<file path="src/rtl/zone_pkg.sv">
// Shared constants, FSM encoding and zone-index helper for the red-target zone detector.
package zone_pkg;
  localparam int NUM_ZONES      = 8;
  localparam int ZONE_COLS      = 4;
  localparam int ZONE_ROWS      = 2;
  localparam int ZONE_W         = 3;
  localparam int CNT_W_DEF      = 20;
  localparam int H_ACTIVE_DEF   = 1280;
  localparam int V_ACTIVE_DEF   = 720;
  localparam int MIN_PIXELS_DEF = 2000;

  localparam logic [7:0] R_MIN_DEF  = 8'd150;
  localparam logic [7:0] GB_MAX_DEF = 8'd80;

  typedef enum logic [1:0] {
    ACCUM = 2'b00,
    SNAP  = 2'b01,
    SCAN  = 2'b10
  } state_t;

  function automatic logic [ZONE_W-1:0] zone_index(input logic row, input logic [1:0] col);
    return {row, col};
  endfunction
endpackage

</file>
<file path="src/rtl/zone_detector_if.sv">
// Video-in / zone-report bundle between the HDMI pixel source and the zone detector.
interface zone_detector_if #(parameter int CNT_W = zone_pkg::CNT_W_DEF);
  logic             de;
  logic             vs;
  logic [7:0]       pix_r;
  logic [7:0]       pix_g;
  logic [7:0]       pix_b;
  logic             mask;
  logic [2:0]       zone;
  logic             target_found;
  logic             zone_valid;
  logic [CNT_W-1:0] pix_count;

  modport master (
    output de, vs, pix_r, pix_g, pix_b,
    input  mask, zone, target_found, zone_valid, pix_count
  );

  modport slave (
    input  de, vs, pix_r, pix_g, pix_b,
    output mask, zone, target_found, zone_valid, pix_count
  );
endinterface

</file>
<file path="src/rtl/zone_pixel_classifier.sv">
// Per-pixel red test: combinational match for the counters, one-cycle registered copy for the overlay.
module zone_pixel_classifier #(
  parameter logic [7:0] R_MIN  = zone_pkg::R_MIN_DEF,
  parameter logic [7:0] GB_MAX = zone_pkg::GB_MAX_DEF
) (
  input  logic       clk,
  input  logic       rst,
  input  logic       de,
  input  logic [7:0] pix_r,
  input  logic [7:0] pix_g,
  input  logic [7:0] pix_b,
  output logic       match,
  output logic       mask
);
  assign match = de && (pix_r > R_MIN) && (pix_g < GB_MAX) && (pix_b < GB_MAX);

  always_ff @(posedge clk or posedge rst) begin
    if (rst) mask <= 1'b0;
    else     mask <= match;
  end
endmodule

</file>
<file path="src/rtl/zone_detector.sv">
// Counts red pixels per 4x2 screen zone and reports the busiest zone once per frame,
// 10 cycles after the frame-start edge.
module zone_detector
  import zone_pkg::*;
#(
  parameter int         H_ACTIVE   = H_ACTIVE_DEF,
  parameter int         V_ACTIVE   = V_ACTIVE_DEF,
  parameter logic [7:0] R_MIN      = R_MIN_DEF,
  parameter logic [7:0] GB_MAX     = GB_MAX_DEF,
  parameter int         MIN_PIXELS = MIN_PIXELS_DEF,
  parameter int         CNT_W      = CNT_W_DEF,
  parameter bit         VS_POL     = 1'b1
) (
  input  logic      hdmi_clk1x_i,
  input  logic      rst_i,
  zone_detector_if.slave bus
);
  localparam int PW = 16;
  localparam logic [PW-1:0]    H_LIM   = PW'(H_ACTIVE);
  localparam logic [PW-1:0]    V_LIM   = PW'(V_ACTIVE);
  localparam logic [PW-1:0]    COL1    = PW'(H_ACTIVE / ZONE_COLS);
  localparam logic [PW-1:0]    COL2    = PW'(2 * (H_ACTIVE / ZONE_COLS));
  localparam logic [PW-1:0]    COL3    = PW'(3 * (H_ACTIVE / ZONE_COLS));
  localparam logic [PW-1:0]    ROW1    = PW'(V_ACTIVE / ZONE_ROWS);
  localparam logic [CNT_W-1:0] MIN_CNT = CNT_W'(MIN_PIXELS);
  localparam logic [ZONE_W-1:0] LAST_IDX = ZONE_W'(NUM_ZONES - 1);

  logic              clk;
  logic              rst;
  logic              match;
  logic              de_d;
  logic              vs_d;
  logic [PW-1:0]     x_q;
  logic [PW-1:0]     y_q;
  logic              frame_start;
  logic              line_end;
  logic              in_range;
  logic              hit;
  logic [1:0]        col;
  logic              row;
  logic [ZONE_W-1:0] pix_zone;

  logic [CNT_W-1:0]  cnt_q  [NUM_ZONES];
  logic [CNT_W-1:0]  cnt_d  [NUM_ZONES];
  logic [CNT_W-1:0]  snap_q [NUM_ZONES];

  state_t            state_q;
  state_t            state_d;
  logic              primed_q;
  logic              clr_cnt;
  logic              snap_en;
  logic              scan_en;
  logic              scan_last;
  logic              prime_set;

  logic [ZONE_W-1:0] scan_idx_q;
  logic [ZONE_W-1:0] best_idx_q;
  logic [ZONE_W-1:0] cand_idx;
  logic [CNT_W-1:0]  best_q;
  logic [CNT_W-1:0]  cur;
  logic [CNT_W-1:0]  cand_val;
  logic              cand_found;

  logic [ZONE_W-1:0] zone_q;
  logic              found_q;
  logic              valid_q;
  logic [CNT_W-1:0]  pix_count_q;

  assign clk = hdmi_clk1x_i;
  assign rst = rst_i;

  zone_pixel_classifier #(
    .R_MIN  (R_MIN),
    .GB_MAX (GB_MAX)
  ) u_classifier (
    .clk   (clk),
    .rst   (rst),
    .de    (bus.de),
    .pix_r (bus.pix_r),
    .pix_g (bus.pix_g),
    .pix_b (bus.pix_b),
    .match (match),
    .mask  (bus.mask)
  );

  assign frame_start = (bus.vs == VS_POL) && (vs_d != VS_POL);
  assign line_end    = de_d && !bus.de;

  always_ff @(posedge clk or posedge rst) begin
    if (rst) begin
      de_d <= 1'b0;
      vs_d <= 1'b0;
      x_q  <= '0;
      y_q  <= '0;
    end else begin
      de_d <= bus.de;
      vs_d <= bus.vs;
      if (line_end)    x_q <= '0;
      else if (bus.de) x_q <= x_q + 1'b1;
      if (frame_start)   y_q <= '0;
      else if (line_end) y_q <= y_q + 1'b1;
    end
  end

  // Zone boundaries are fixed, so plain compares replace the divisions.
  always_comb begin
    if (x_q < COL1)      col = 2'd0;
    else if (x_q < COL2) col = 2'd1;
    else if (x_q < COL3) col = 2'd2;
    else                 col = 2'd3;
  end

  assign row      = (y_q >= ROW1);
  assign pix_zone = zone_index(row, col);
  assign in_range = (x_q < H_LIM) && (y_q < V_LIM);
  assign hit      = match && in_range;

  always_comb begin
    for (int z = 0; z < NUM_ZONES; z++) begin
      cnt_d[z] = clr_cnt ? '0 : cnt_q[z];
      if (hit && (pix_zone == ZONE_W'(z)) && (cnt_d[z] != '1))
        cnt_d[z] = cnt_d[z] + 1'b1;
    end
  end

  always_ff @(posedge clk or posedge rst) begin
    if (rst) begin
      for (int z = 0; z < NUM_ZONES; z++) begin
        cnt_q[z]  <= '0;
        snap_q[z] <= '0;
      end
    end else begin
      for (int z = 0; z < NUM_ZONES; z++) begin
        cnt_q[z] <= cnt_d[z];
        if (snap_en) snap_q[z] <= cnt_q[z];
      end
    end
  end

  // The first frame start after reset only discards the partial frame.
  always_comb begin
    state_d   = state_q;
    clr_cnt   = 1'b0;
    snap_en   = 1'b0;
    scan_en   = 1'b0;
    scan_last = 1'b0;
    prime_set = 1'b0;
    unique case (state_q)
      ACCUM: begin
        if (frame_start) begin
          if (primed_q) begin
            state_d = SNAP;
          end else begin
            clr_cnt   = 1'b1;
            prime_set = 1'b1;
          end
        end
      end
      SNAP: begin
        snap_en = 1'b1;
        clr_cnt = 1'b1;
        state_d = SCAN;
      end
      SCAN: begin
        if (frame_start) begin
          state_d = SNAP;
        end else begin
          scan_en = 1'b1;
          if (scan_idx_q == LAST_IDX) begin
            scan_last = 1'b1;
            state_d   = ACCUM;
          end
        end
      end
      default: state_d = ACCUM;
    endcase
  end

  always_ff @(posedge clk or posedge rst) begin
    if (rst) begin
      state_q  <= ACCUM;
      primed_q <= 1'b0;
    end else begin
      state_q <= state_d;
      if (prime_set) primed_q <= 1'b1;
    end
  end

  // Strict '>' keeps the lowest index on ties.
  assign cur        = snap_q[scan_idx_q];
  assign cand_val   = (cur > best_q) ? cur : best_q;
  assign cand_idx   = (cur > best_q) ? scan_idx_q : best_idx_q;
  assign cand_found = (cand_val >= MIN_CNT);

  always_ff @(posedge clk or posedge rst) begin
    if (rst) begin
      scan_idx_q  <= '0;
      best_idx_q  <= '0;
      best_q      <= '0;
      zone_q      <= '0;
      found_q     <= 1'b0;
      valid_q     <= 1'b0;
      pix_count_q <= '0;
    end else begin
      valid_q <= 1'b0;
      if (snap_en) begin
        scan_idx_q <= '0;
        best_idx_q <= '0;
        best_q     <= '0;
      end else if (scan_en) begin
        scan_idx_q <= scan_idx_q + 1'b1;
        best_idx_q <= cand_idx;
        best_q     <= cand_val;
      end
      if (scan_last) begin
        pix_count_q <= cand_val;
        found_q     <= cand_found;
        valid_q     <= 1'b1;
        if (cand_found) zone_q <= cand_idx;
      end
    end
  end

  assign bus.zone         = zone_q;
  assign bus.target_found = found_q;
  assign bus.zone_valid   = valid_q;
  assign bus.pix_count    = pix_count_q;
endmodule

</file>
<file path="src/flat_wrapper.sv">
// flat-port wrapper written by rule: the top's interface ports become plain ports
module zone_detector_flat import zone_pkg::*;
#(
  parameter int         H_ACTIVE   = H_ACTIVE_DEF,
  parameter int         V_ACTIVE   = V_ACTIVE_DEF,
  parameter logic [7:0] R_MIN      = R_MIN_DEF,
  parameter logic [7:0] GB_MAX     = GB_MAX_DEF,
  parameter int         MIN_PIXELS = MIN_PIXELS_DEF,
  parameter int         CNT_W      = CNT_W_DEF,
  parameter bit         VS_POL     = 1'b1
)
  (hdmi_clk1x_i, rst_i, bus_de, bus_vs, bus_pix_r, bus_pix_g, bus_pix_b, bus_mask, bus_zone, bus_target_found, bus_zone_valid, bus_pix_count);
  zone_detector_if #(.CNT_W(CNT_W)) bus_i ();
  input  logic hdmi_clk1x_i;
  input  logic rst_i;
  input wire logic [$bits(bus_i.de)-1:0] bus_de;
  input wire logic [$bits(bus_i.vs)-1:0] bus_vs;
  input wire logic [$bits(bus_i.pix_r)-1:0] bus_pix_r;
  input wire logic [$bits(bus_i.pix_g)-1:0] bus_pix_g;
  input wire logic [$bits(bus_i.pix_b)-1:0] bus_pix_b;
  output wire logic [$bits(bus_i.mask)-1:0] bus_mask;
  output wire logic [$bits(bus_i.zone)-1:0] bus_zone;
  output wire logic [$bits(bus_i.target_found)-1:0] bus_target_found;
  output wire logic [$bits(bus_i.zone_valid)-1:0] bus_zone_valid;
  output wire logic [$bits(bus_i.pix_count)-1:0] bus_pix_count;
  assign bus_i.de = bus_de;
  assign bus_i.vs = bus_vs;
  assign bus_i.pix_r = bus_pix_r;
  assign bus_i.pix_g = bus_pix_g;
  assign bus_i.pix_b = bus_pix_b;
  assign bus_mask = bus_i.mask;
  assign bus_zone = bus_i.zone;
  assign bus_target_found = bus_i.target_found;
  assign bus_zone_valid = bus_i.zone_valid;
  assign bus_pix_count = bus_i.pix_count;
  zone_detector #(.H_ACTIVE(H_ACTIVE), .V_ACTIVE(V_ACTIVE), .R_MIN(R_MIN), .GB_MAX(GB_MAX), .MIN_PIXELS(MIN_PIXELS), .CNT_W(CNT_W), .VS_POL(VS_POL)) u_core (.hdmi_clk1x_i(hdmi_clk1x_i), .rst_i(rst_i), .bus(bus_i));
endmodule
</file>
<file path="config.mk">
export PLATFORM = sky130hd
export DESIGN_NAME = zone_detector_flat
export DESIGN_NICKNAME = d
export VERILOG_FILES = /design/src/rtl/zone_pkg.sv /design/src/rtl/zone_detector_if.sv /design/src/rtl/zone_pixel_classifier.sv /design/src/rtl/zone_detector.sv /design/src/flat_wrapper.sv
export SDC_FILE = /design/constraint.sdc
export NUM_CORES = 1
export LEC_CHECK = 0
export CAP_MARGIN = 20
export CORE_AREA = 2 2 178 180
export DETAILED_ROUTE_END_ITERATION = 10
export DIE_AREA = 0 0 180 182
export PLACE_DENSITY = 0.94
export SETUP_SLACK_MARGIN = 0.02
export SLEW_MARGIN = 5
export SYNTH_ARGS = -nofsm -noshare
export SYNTH_HDL_FRONTEND = slang
export SYNTH_SLANG_ARGS = --single-unit
</file>
<file path="constraint.sdc">
create_clock -name hdmi_clk1x_i -period 42.7 [get_ports hdmi_clk1x_i]
set_input_delay 12.81 -clock hdmi_clk1x_i [delete_from_list [all_inputs] [get_ports hdmi_clk1x_i]]
set_output_delay 12.81 -clock hdmi_clk1x_i [all_outputs]
set_load 0.05 [all_outputs]
</file>
### Word-level counts from Yosys, hierarchy flattened

Cells that the tools add are included.

| operators by class | value |
|---|---|
| add/subtract/negate cells | 11 |
| order comparisons | 12 |
| equal/unequal tests | 21 |
| mux-type cells | 50 |
| bitwise operators | 2 |
| reductions and logical operators | 31 |

Operators with widths:

| operator | number |
|---|---|
| 2-to-1 mux 20 bit | 21 |
| adder 20 x 1 -> 20 bit (second input constant) | 8 |
| != test 20 bit (second input constant) | 8 |
| 2-to-1 mux 16 bit | 4 |
| binary-select mux 20 bit (select 3 bit) | 1 |
| < comparator 16 x 10 -> 1 bit (second input constant) | 3 |
| adder 16 x 1 -> 16 bit (second input constant) | 2 |
| logical AND 1 bit | 23 |
| greater-or-equal comparator 20 x 11 -> 1 bit (second input constant) | 1 |
| greater-than comparator 20 bit | 1 |
| greater-or-equal comparator 16 x 9 -> 1 bit (second input constant) | 1 |
| < comparator 16 x 11 -> 1 bit (second input constant) | 1 |
| < comparator 16 x 9 -> 1 bit (second input constant) | 1 |
| < comparator 8 x 7 -> 1 bit (second input constant) | 2 |
| == test 3 bit (second input constant) | 5 |
| 2-to-1 mux 3 bit | 5 |
| 2-to-1 mux 2 bit | 6 |
| 2-to-1 mux 1 bit | 11 |
| greater-than comparator 8 bit (second input constant) | 1 |
| == test 3 x 2 -> 1 bit (second input constant) | 2 |
| one-hot mux 2 bit (3 select lines) | 1 |
| nonzero test 2 bit | 3 |
| greater-or-equal comparator 4 bit (second input constant) | 1 |
| != test 2 x 1 -> 1 bit (second input constant) | 2 |
| 13 further kinds | 13 |

| storage, ports and cells | value |
|---|---|
| register bits | 409 |

### Depth between registers and ports, before layout

Gate-level depths: netlist (run 1).

| depth | value |
|---|---|
| depth after elaboration | 8 |
| gate-level depth with buffers | 16 |
| gate-level depth less buffers | 11 |

### Modules after synthesis

From an unflattened synthesis (run 1), not the netlist that was laid out.

| unflattened totals | value |
|---|---|
| cells, all modules | 2,168 |
| area, all modules | 20,260.7 um2 |

Modules (own cells, without submodules):

| module | instances | cells each | area each (um2) |
|---|---|---|---|
| zone_detector | 1 | 2,159 | 20,188.1 |
| zone_pixel_classifier | 1 | 9 | 72.6 |

### Least setup slack after synthesis (run 1)

OpenSTA, ideal clock, no wires.

| path | value |
|---|---|
| kind | input to register |
| start point | input bus_vs |
| end point | register u_core.cnt_q[73] in the netlist's numbering |
| library setup time | 0.078 ns |
| arrival time | 15.606 ns |
| setup slack | 27.016 ns |
| stages on the path | 15 |
| buffers on the path | 5 |
| cell sequence | nor3b_1 -> o21bai_1 -> clkbuf_1 -> clkbuf_1 -> and2_1 -> ha_1 -> and2_1 -> buf_1 -> nand2_1 -> nor3_1 -> or3_4 -> clkbuf_1 -> buf_2 -> o21ai_0 -> a21oi_1 |

RTL lines:

| element | RTL line | text |
|---|---|---|
| start, declared | flat_wrapper.sv:17 | `input wire logic [$bits(bus_i.vs)-1:0] bus_vs;` |
| end signal, assigned by index | zone_detector.sv:134 | `cnt_q[z] <= cnt_d[z];` |
| end, declared | zone_detector.sv:43 | `logic [CNT_W-1:0] cnt_q [NUM_ZONES];` |

==> flow_summary.yaml, run 1 <==
clock_network:
  cts_setup_buffers: 0
  cts_resized: 0
  cts.clk_slew.worst_paths_ps: 60
  cts_max_level: 2
  clock_path_buffers: 3
  cts_tree: "yes"
  cts_sinks: 409
  hold_buffers: 0
  cts_buffers: 41
  clk_latency_ps: 550
  clockRootBuffer: "clkbuf_16"
pwr:
  leakagePower_nw: 10.6
  power.density_nw_per_um2: 42.6
  ir_drop_mv: 0.0540
  p_total_w: 0.000952
cells_and_area:
  design_area_um2: 22300
  nFillCells: 1856
  fin_nets: 2239
  final_common_cell: "nand2_1"
  drive_gt1_share_pct: 7.63
  multi_input_area_um2: 9540
  syn2layout_area_growth_pct: 9.69
  area.sequential_um2: 10200
  antenna_cells: 0
  layout_common_cells: "nand2_1, dfrtp_1, nor2_1"
timing:
  finalClockSkew_ps: 22.0
  fmax_ghz: 0.0610
  relSlewSlack_pct: 25.7
  min_period_over_period_pct: 38.4
  worst_pin_slew_ps: 1110
  setup_violations: 0
  min_period_ps: 16390
  rsz0062_at_grt: "no"
  setup_tns_ps: 0
  setup_ws_ps: 26310
  maxSlewViolCount: 0
  finalHoldViolations: 0
  fin_hold_ws_ps: 479
place:
  dpl_cell_area_um2: 21100
  place.gp.congestion: 0.896
  dp_slack_ps: 25900
  io_buffers: 45
  dp_hpwl_um: 33700
floorplan:
  dieWidth_um: 180
  core_um2: 31000
  fp.dieH_um: 182
  initial_utilization_pct: 65.7
  rows: 65
  num_io_pins: 54
  die_area_um2: 32800
detailed_routing:
  drc_errors: 0
  drt_iter0_drc: 2424
  viasPerCell: 6.64
  final_antenna_net_count: 0
  drt-pass1-iter-count: 9
  routed_wl_um: 55600
  wl_per_cell_um: 21.3
  num_vias: 17300
global_route:
  first_global_vias: 17400
  grt_max_degree: 195
  grt_usage_pct: 34.6
  grt_pass1_wl_um: 91300
  antenna_found_initial: 2
  overflow: 0
logic_synthesis:
  synth_fp_nets: 2242
  ys_seq_elements: 409
  synth_edf_count: 0
  avgSynthCellArea_um2: 9.34
  synthFlopType: "dfrtp_1"
  seq_area_frac_synth_pct: 50.3
  ys_types: 65
  async_flop_share_pct: 100
  synth_warnings: 0
  post_synth_inst_count: 2181
  synth_area_um2: 20400
setup_path:
  path_class: "input pin to flop"
  crit_end: "u_core.cnt_q[14]"
  critPathLaunchType: "input pin"
  r2r-start: "u_core.scan_idx_q[0]"
  r2r_cells: 10
  cp-startpoint: "bus_vs"
  reg2reg_slack_ps: 37580
  required_ps: 43150
  crit_arrival_ps: 16840
  crit_path_end_kind: "flop"
  reg2reg_to: "u_core.best_q[13]"
  cp_max_fo: 63
job:
  cap_violations: 0
min_path:
  hold_path.class: "flop to flop"
outcome:
  outcome: "complete, no violations"
## area by class of cell
cell class | instances | share of cell area [%]
well taps | 402 | 2.25
inverters | 51 | 0.891
clock buffers | 62 | 5.39
multi-input cells | 1613 | 42.7
repair buffers | 62 | 2.70
flip-flops and latches | 409 | 45.8
clock inverters | 6 | 0.246
## synth_stat cells, drive strengths merged, types with 6 or more instances
cell | number | share of area (%)
mux2 | 30 | 1.7
xnor2 | 39 | 1.7
o31ai | 8 | 0.29
and2 | 37 | 1.1
nand2 | 634 | 12
nand4 | 78 | 2.5
or3 | 34 | 1.1
ha | 33 | 2.0
mux2i | 41 | 2.0
inv | 50 | 0.92
nor4 | 25 | 0.99
nor2 | 140 | 2.6
mux4 | 38 | 4.2
or4 | 16 | 0.61
and4 | 17 | 0.74
xor2 | 74 | 3.2
buf | 20 | 0.53
and3 | 34 | 1.0
dfrtp | 409 | 50
nand2b | 7 | 0.22
o21ai | 100 | 2.5
nor3 | 27 | 0.74
clkbuf | 88 | 1.6
a21oi | 47 | 1.2
nand3 | 98 | 2.5
o211ai | 6 | 0.22
## report_power, final
| part | switching (W) | internal (W) | leakage (nW) |
|---|---|---|---|
| logic | 0.000122 | 0.0000744 | 4.29 |
| registers | 0.00000967 | 0.000397 | 5.69 |
| clock network | 0.000150 | 0.000199 | 0.624 |
| total | 0.000282 | 0.000670 | 10.6 |
## stage by stage
step                      std cells  util, %
after CTS                      2604     72.0
after global routing           2605     72.1
final                          2605     72.1
after global placement         2536     68.0
after detailed placement       2536     68.0
after floorplan                2181        -
## worst min path at each step
stage | startpoint | endpoint | slack, ps | depth (start not counted)
finish | u_core.snap_q[8] | u_core.snap_q[8] | 480 | 2
floorplan | u_core.snap_q[21] | u_core.snap_q[21] | 440 | 2
global placement | u_core.snap_q[4] | u_core.snap_q[4] | 450 | 2
CTS | u_core.snap_q[13] | u_core.snap_q[13] | 470 | 2
detailed placement | u_core.snap_q[29] | u_core.snap_q[29] | 460 | 2
global route | u_core.snap_q[131] | u_core.snap_q[131] | 500 | 2
## registers in the layout, indices dropped and copies added (netlist names), 2 cells and up
register              cells
u_core.bus.pix_count     20
u_core.cnt_q            160
u_core.best_q            20
u_core.state_q            2
u_core.snap_q           160
u_core.x_q               16
u_core.best_idx_q         3
u_core.scan_idx_q         3
u_core.y_q               16
u_core.bus.zone           3
## routing by layer
metal | share of wire, % | up-vias | track usage (%)
met5 | 0.016 | - | 0
met4 | 6.6 | 2 | 20.5
met3 | 11 | 286 | 9.21
met2 | 47 | 1186 | 55.5
met1 | 35 | 8405 | 42.5
li1 | - | 7419 | -
## critical path, stage by stage
cell and delay [ps]:
clkdlybuf4s50_1 510, nor3b_1 490, o21ba_4 700, buf_4 710, nor4_1 230, nor2_1 410
nand4_1 360, or3_1 450, a21oi_1 140
## cells by family (layout without fill, tap and decap cells)
kind of cell	after synthesis	count (layout)	synth area share, %
AOI/OAI and AO/OA	190	190	5.32
adders and majority gates	33	33	2.03
and+or+nand+nor	1168	1168	26.6
DFF	409	409	50.3
xor gates and xnor gates	113	113	4.86
buffers and inverters	159	181	3.10
muxes	109	109	7.88
Note: power is estimated with default switching activity, not from simulation.
==> run 2, diff against run 1 <==
- CORE_AREA: 2 2 178 180 -> 2 2 194 196
- DIE_AREA: 0 0 180 182 -> 0 0 196 198
- PLACE_DENSITY: 0.94 -> 0.86
- clock period: 42.7 -> 13.5 ns (I/O delays scaled with it)
==> flow_summary.yaml, run 2 (same netlist as run 1, synthesis figures left out) <==
outcome:
  outcome: "complete, no violations"
setup_path:
  cp-startpoint: "bus_vs"
  slowest_delay_ps: 610
  r2r-start: "u_core.scan_idx_q[0]"
  cp_cell_sequence: "clkdlybuf4s50_1, nor3b_1, o21bai_4, buf_4, buf_4, and2_1, ha_1, nand4_1, nor4b_1, a31o_2, nor2_1, and4_1, xnor2_1"
  crit_path_end_kind: "flop"
  crit_path_frequent_cell: "buf_4"
  required_ps: 13920
  crit_arrival_ps: 7830
  cp_max_fo: 55
  cp_slowest_cell: "buf_4"
  path_class: "input pin to flop"
  critPathLaunchType: "input pin"
pwr:
  swShare_pct: 28.7
  ir_drop_mv: 0.177
  leakagePower_nw: 10.7
  p_comb_share_pct: 19.5
  p_switching_w: 0.000885
  internal_power_w: 0.00219
  seqPwrFrac_pct: 42.0
  power.density_nw_per_um2: 136
  clkPwrFrac_pct: 38.5
global_route:
  antenna_found_initial: 1
  grt_pass1_wl_um: 83100
  grt_max_degree: 146
  overflow: 0
  grt_usage_pct: 26.5
  first_global_vias: 16300
timing:
  maxSlewViolCount: 0
  fmax_ghz: 0.135
  setup_violations: 0
  rsz0062_at_grt: "no"
  finalClockSkew_ps: 10.2
  worst_pin_slew_ps: 1150
  min_period_over_period_pct: 54.9
  min_period_ps: 7410
  fin_hold_ws_ps: 473
  setup_tns_ps: 0
  relSlewSlack_pct: 22.5
  finalHoldViolations: 0
place:
  place.gp.congestion: 0.909
  io_buffers: 45
  dp_hpwl_um: 33200
cells_and_area:
  syn2layout_area_growth_pct: 11.2
  fin_nets: 2246
  final_util_pct: 61.3
  layout_common_cells: "nand2_1, dfrtp_1, nor2_1"
  final_common_cell: "nand2_1"
  antenna_cells: 0
  drive_gt1_share_pct: 8.26
  top_regs: "u_core.cnt_q: 160 flops, u_core.snap_q: 160 flops"
min_path:
  hold_start: "u_core.snap_q[127]"
  hold_path.class: "flop to flop"
detailed_routing:
  num_vias: 16400
  wl_per_cell_um: 18.7
  final_antenna_net_count: 0
  drt_iter0_drc: 1665
  drt-pass1-iter-count: 6
  routed_wl_um: 50200
  drc_errors: 0
  viasPerCell: 6.10
clock_network:
  hold_buffers: 0
  cts_resized: 0
  cts_setup_buffers: 0
  cts_buffers: 44
  cts_tree: "yes"
  clk_latency_ps: 540
  clockRootBuffer: "clkbuf_16"
  cts.clk_slew.worst_paths_ps: 60
  cts_sinks: 409
  cts_max_level: 2
  clock_path_buffers: 3
floorplan:
  die_area_um2: 38800
  rows: 71
  dieWidth_um: 196
  initial_utilization_pct: 55.1
  fp.dieH_um: 198
  num_io_pins: 54
  core_um2: 37000
job:
  cap_violations: 0
[run 2: changes by cell type in the layout (fill, tap and decap cells not counted)]
cell,previous run,this run
buf_16,0,1
buf_4,15,18
clkbuf_1,11,9
clkbuf_16,41,45
clkbuf_8,10,14
clkinv_2,5,6
clkinvlp_4,0,3
inv_8,1,0
[run 2: cell type report]
class / instances / area [um2]
fillers: 2750 / 14300
flip-flops and latches: 409 / 10200
repair buffers: 66 / 653
multi-input cells: 1613 / 9540
clock inverters: 9 / 75.1
well taps: 474 / 593
clock buffers: 68 / 1350
inverters: 51 / 195
[run 2: stage by stage]
| step | cell area, um2 | cells | setup slack [ps] | power (W) |
|---|---|---|---|---|
| global route | 22600 | 2690 | 5900 | 0.00319 |
| floorplan | 20400 | 2181 | 3940 | 0.00178 |
| global placement | 21200 | 2611 | 5730 | 0.00189 |
| detailed placement | 21200 | 2611 | 5570 | 0.00191 |
| CTS | 22600 | 2688 | 6160 | 0.00309 |
| finish | 22600 | 2690 | 6090 | 0.00308 |
[run 2: worst paths after layout]
check | end | slack [ps] | depth (start not counted)
min in group asynchronous | u_core.cnt_q[154] | 3790 | 2
max in group asynchronous | u_core.cnt_q[96] | 7690 | 6
hold / removal | u_core.snap_q[127] | 470 | 2
setup reg to reg | u_core.best_q[9] | 8660 | 10
hold reg to reg | u_core.snap_q[127] | 470 | 2
setup / recovery | u_core.cnt_q[83] | 6090 | 13
[run 2: per-layer routing]
metal | part of all wire (%) | GRT usage (%)
met5 | 0 | 0
met4 | 5.7 | 15.2
met3 | 7.2 | 4.72
met2 | 47 | 43.2
met1 | 40 | 33.8
[run 2: critical path: cells and delay by family]
kind,cells,cell delay (ps)
and+or+nand+nor,6,1490
xor gates and xnor gates,1,120
buffers and inverters,3,1430
adders and majority gates,1,210
AOI/OAI and AO/OA,2,510
[run 2: power by group through the flow]
| stage | combinational (W) | sequential, W | clock [W] |
|---|---|---|---|
| floorplan | 0.000467 | 0.00131 | 0 |
| global placement | 0.000577 | 0.00131 | 0 |
| detailed placement | 0.000592 | 0.00131 | 0 |
| CTS | 0.000597 | 0.00129 | 0.00120 |
| global route | 0.000646 | 0.00130 | 0.00125 |
| finish | 0.000601 | 0.00129 | 0.00118 |
